$ cat src/rtl/gray_counter.sv
`timescale 1ns/1ps
`default_nettype none
// ============================================================================
//  Module      : gray_counter
//  Description : Up/down binary counter with registered Gray-code mirror,
//                wrap or saturate at the ends, plus a 2-stage Gray/binary
//                converter pipeline that runs independently of the counter.
//  Revision    : 1.0  initial release
// ============================================================================
module gray_counter #(
    parameter int WIDTH    = 4,
    parameter int SATURATE = 0
) (
    input  logic             clk,
    input  logic             rst_n,
    input  logic             en,
    input  logic             up,
    input  logic             load,
    input  logic [WIDTH-1:0] load_val,
    output logic [WIDTH-1:0] bin_out,
    output logic [WIDTH-1:0] gray_out,
    output logic             tc,
    input  logic             conv_valid_in,
    input  logic             conv_mode,
    input  logic [WIDTH-1:0] conv_in,
    output logic             conv_valid_out,
    output logic [WIDTH-1:0] conv_out
);

    localparam logic [WIDTH-1:0] c_max  = {WIDTH{1'b1}};
    localparam logic [WIDTH-1:0] c_zero = {WIDTH{1'b0}};
    localparam logic [WIDTH-1:0] c_one  = {{(WIDTH-1){1'b0}}, 1'b1};

    logic [WIDTH-1:0] r_bin;
    logic [WIDTH-1:0] r_gray;
    logic             r_tc;
    logic [WIDTH-1:0] w_next_bin;
    logic             w_next_tc;

    // A blocked (saturating) or wrapping step both raise the terminal pulse.
    always_comb begin
        w_next_bin = r_bin;
        w_next_tc  = 1'b0;
        if (load) begin
            w_next_bin = load_val;
        end else if (en) begin
            if (up) begin
                if (r_bin == c_max) begin
                    w_next_tc  = 1'b1;
                    w_next_bin = (SATURATE != 0) ? r_bin : c_zero;
                end else begin
                    w_next_bin = r_bin + c_one;
                end
            end else begin
                if (r_bin == c_zero) begin
                    w_next_tc  = 1'b1;
                    w_next_bin = (SATURATE != 0) ? r_bin : c_max;
                end else begin
                    w_next_bin = r_bin - c_one;
                end
            end
        end
    end

    // Gray is encoded from the next binary value so both registers stay aligned.
    always_ff @(posedge clk or negedge rst_n) begin
        if (!rst_n) begin
            r_bin  <= c_zero;
            r_gray <= c_zero;
            r_tc   <= 1'b0;
        end else begin
            r_bin  <= w_next_bin;
            r_gray <= w_next_bin ^ (w_next_bin >> 1);
            r_tc   <= w_next_tc;
        end
    end

    assign bin_out  = r_bin;
    assign gray_out = r_gray;
    assign tc       = r_tc;

    // ------------------------------------------------------------------------
    // Converter pipeline: stage 1 captures operand/mode, stage 2 holds result.
    // ------------------------------------------------------------------------
    logic             r_s1_valid;
    logic             r_s1_mode;
    logic [WIDTH-1:0] r_s1_data;
    logic             r_s2_valid;
    logic [WIDTH-1:0] r_s2_data;
    logic [WIDTH-1:0] w_b2g;
    logic [WIDTH-1:0] w_g2b;
    logic [WIDTH-1:0] w_conv_result;

    assign w_b2g = r_s1_data ^ (r_s1_data >> 1);

    assign w_g2b[WIDTH-1] = r_s1_data[WIDTH-1];
    generate
        for (genvar gi = WIDTH - 2; gi >= 0; gi--) begin : g_g2b
            assign w_g2b[gi] = w_g2b[gi+1] ^ r_s1_data[gi];
        end
    endgenerate

    assign w_conv_result = r_s1_mode ? w_g2b : w_b2g;

    always_ff @(posedge clk or negedge rst_n) begin
        if (!rst_n) begin
            r_s1_valid <= 1'b0;
            r_s1_mode  <= 1'b0;
            r_s1_data  <= c_zero;
            r_s2_valid <= 1'b0;
            r_s2_data  <= c_zero;
        end else begin
            r_s1_valid <= conv_valid_in;
            if (conv_valid_in) begin
                r_s1_mode <= conv_mode;
                r_s1_data <= conv_in;
            end
            r_s2_valid <= r_s1_valid;
            if (r_s1_valid) begin
                r_s2_data <= w_conv_result;
            end
        end
    end

    assign conv_valid_out = r_s2_valid;
    assign conv_out       = r_s2_data;

endmodule
`default_nettype wire

$ cat config.mk
export PLATFORM = sky130hd
export DESIGN_NAME = gray_counter
export DESIGN_NICKNAME = d
export VERILOG_FILES = /design/src/rtl/gray_counter.sv
export SDC_FILE = /design/constraint.sdc
export NUM_CORES = 1
export LEC_CHECK = 0
export ABC_AREA = 1
export CAP_MARGIN = 10
export CORE_ASPECT_RATIO = 0.9
export CORE_MARGIN = 4
export CORE_UTILIZATION = 41
export DETAILED_ROUTE_END_ITERATION = 10
export PLACE_DENSITY = 0.82
export SLEW_MARGIN = 10
export SYNTH_ARGS = -nofsm -noshare
export SYNTH_HDL_FRONTEND = slang
export SYNTH_SLANG_ARGS = --single-unit
$ cat constraint.sdc
create_clock -name clk -period 1.5 [get_ports clk]
set_clock_uncertainty 0.05 [all_clocks]
set_input_delay 0.3 -clock clk [delete_from_list [all_inputs] [get_ports clk]]
set_output_delay 0.3 -clock clk [all_outputs]
set_load 0.02 [all_outputs]
==> results.yml <==
outcome:
  run_status: "finished, final reports clean"
clock_network:
  cts_tree: "built"
  clock_path_buffers: 2
  cts_made_buffers: 3
  clkSinkCount: 19
  htreeDepth: 1
  cts.clk_slew.worst_paths_ns: 0.11
  ctsHoldBuffers: 0
  clock_latency_ns: 0.30
  cts_root_buf: "clkbuf_4"
timing:
  timing.final.crit_share: 0.998
  max_freq_ghz: 0.668
  rsz0062_at_grt: "true"
  finalWorstPathRequiredPeriod_ns: 1.50
  fin_tns_setup_ns: 0
  finalHoldViolations: 0
  tightest_slew_ns: 0.313
  setup_violations: 0
  maxSlewViolCount: 0
  slew_headroom: 0.791
  holdWs_ns: 0.266
drt:
  vias: 926
  wl_per_cell_um: 13.0
  postRouteAntennaNets: 0
  route.detailed.drc: 0
  routed_wirelength_mm: 2.45
  drt_iter0_drc: 39
  dr.pass1.iters: 5
  vias_per_cell: 4.93
place:
  io_buffers: 28
  place_hpwl_mm: 1.98
  place_congestion: 0.900
grt:
  track_usage: 0.167
  grt_pass1_vias: 886
  grt_pass1_wl_mm: 3.99
  gr-total-overflow: 0
  gr-usage-met3: 0.0377
  grt_max_degree: 20
  busiest_layer: "met2"
  met2_usage: 0.295
  antenna_found_initial: 0
  grt_use_met1: 0.206
logic_synthesis:
  syn_area_um2: 987
  synth-compound-area-share: 0.108
  synth.area.mux_share: 0
  syn_nets: 137
  synth_cells: 120
  synth_warnings: 0
  synth-xor-area-share: 0.0177
  synthSimpleGateAreaFrac: 0.272
  ys_seq_area_frac: 0.482
  ys_ff_latch: 19
  ys_types: 22
  synth_top_family_by_area: "simple AND/OR/NAND/NOR gates"
  synthAdderAreaFrac: 0.0253
  post_synth.cell_area_avg_um2: 8.23
setup_path:
  slowest_stage: "dfrtp_2"
  crit_fanout: 4
  end_kind: "flip-flop"
  crit_chain: "inv_2 -> ha_4 -> xor2_1 -> nand2_1 -> a22oi_4 -> inv_2 -> nand2_1 -> nand2_1"
  crit_required_ns: 1.65
  path_class: "flip-flop to flip-flop"
  critPathMostFrequentCell: "nand2_1"
  cp-start-kind: "flip-flop"
  critPathArrivalTime_ns: 1.65
  critical_path.top_delay_family: "flip-flops"
  cpPeakStageDelay_ns: 0.42
  worst-path-buf-inv: 2
floorplanning:
  die_y_um: 54.6
  die_area_um2: 3260
  num_io_pins: 29
  core_um2: 2240
  die_w_um: 59.7
  initial_utilization: 0.440
  row_count: 16
layout:
  drive_above_1_share: 0.224
  n_fill_cell: 203
  area_delta_synth_final_pct: 43.2
  ff_latch_area_um2: 478
  multiInputGateArea_um2: 449
  final_cell_mix: "31 x nand2_1, 17 x dfrtp_1, 14 x clkdlybuf4s50_1, 14 x dlygate4sd2_1"
  final_net_count: 179
  diodes: 0
  layout_commonest_cell: "nand2_1"
power:
  p_int_w: 0.000873
  p_clk_frac: 0.193
  power_density_nw_per_um2: 938
  p_leak_nw: 0.718
  ir_worst_vdd_mv: 0.693
  netSwitchingFraction: 0.341
  p_seq_frac: 0.458
  p_sw_w: 0.000453
  combinationalPowerShare: 0.349
run:
  max_cap_violations: 0
hold_path:
  hold_path.class: "input pin to asynchronous set/reset pin"
[metal layers]
layer,wire [um],part of all wire
met1,1010,0.41
met2,1280,0.52
met3,103,0.042
met4,44,0.018
met5,0,0
[what timing repair did]
action | 4_1_cts | 5_1_grt
pin swaps | 1 | 5
setup endpoints to repair | 16 | 4
buffers inserted | 0 | 1
resized for setup | 16 | 7
[Yosys cell counts]
cell type | number | share of area
ha_1 | 2 | 0.025
a211oi_1 | 1 | 0.0076
clkbuf_1 | 1 | 0.0038
o21ai_4 | 1 | 0.016
nand3_1 | 13 | 0.066
o21ai_0 | 8 | 0.041
nor2_2 | 1 | 0.0063
nand2_1 | 35 | 0.13
buf_4 | 1 | 0.0076
or2_2 | 2 | 0.013
nand3_2 | 1 | 0.010
nand4_1 | 3 | 0.019
xor2_1 | 2 | 0.018
a21oi_1 | 3 | 0.015
nor3_2 | 1 | 0.010
a31oi_1 | 1 | 0.0063
buf_6 | 1 | 0.011
a22oi_4 | 1 | 0.022
inv_2 | 2 | 0.0076
dfrtp_1 | 19 | 0.48
inv_1 | 17 | 0.065
nor2_1 | 4 | 0.015
[power by group through the flow]
| stage | clock [W] | combinational, W | sequential, W |
|---|---|---|---|
| 2_1_floorplan | 0 | 0.000185 | 0.000681 |
| 3_3_place_gp | 0 | 0.000453 | 0.000616 |
| 3_5_place_dp | 0 | 0.000477 | 0.000619 |
| 4_1_cts | 0.000263 | 0.000445 | 0.000608 |
| 5_1_grt | 0.000283 | 0.000510 | 0.000615 |
| 6_report | 0.000256 | 0.000462 | 0.000607 |
[metrics by stage]
step | area [um^2] | util | setup slack (ns) | power (W) | std cells
floorplan | 1000 | - | -0.0000479 | 0.000866 | 120
global placement | 1380 | 0.614 | -0.142 | 0.00107 | 183
detailed placement | 1380 | 0.614 | -0.159 | 0.00110 | 183
CTS | 1390 | 0.618 | 0.000817 | 0.00132 | 187
global route | 1410 | 0.631 | -0.120 | 0.00141 | 188
finish | 1410 | 0.631 | 0.00313 | 0.00133 | 188
[flip-flops by register name, summed over array words and instances, names as in the netlist]
signal,count
bin_out,4
conv_out,4
conv_valid_out,1
gray_out,3
r_s1_data,4
r_s1_mode,1
r_s1_valid,1
tc,1
[path summary, 6_finish.rpt]
kind	endpoint	from	slack, ns	depth (start not counted)
max in group asynchronous	bin_out[0]	rst_n	0.92	2
worst max-delay path	gray_out[0]	bin_out[0]	0.003	8
min in group clk	conv_valid_out	r_s1_valid	0.43	0
worst min register to register	conv_valid_out	r_s1_valid	0.43	0
worst max register to register	gray_out[0]	bin_out[0]	0.003	8
worst min-delay path	r_s1_data[0]	rst_n	0.27	2
[cell families (layout without fill, tap and decap cells)]
kind of cell,count (synthesis),count (layout)
and+or+nand+nor,60,60
buffers and inverters,22,63
DFF,19,19
AOI/OAI and AO/OA,15,15
adders and majority gates,2,2
xor gates and xnor gates,2,2
[final cells by class]
type | instances | share of cell area
clock buffer | 4 | 0.0186
inverter | 19 | 0.0522
multi-input combinational | 79 | 0.318
sequential | 19 | 0.338
tap | 27 | 0.0239
timing repair buffer | 40 | 0.250
Power figures use the tool's default switching activity.
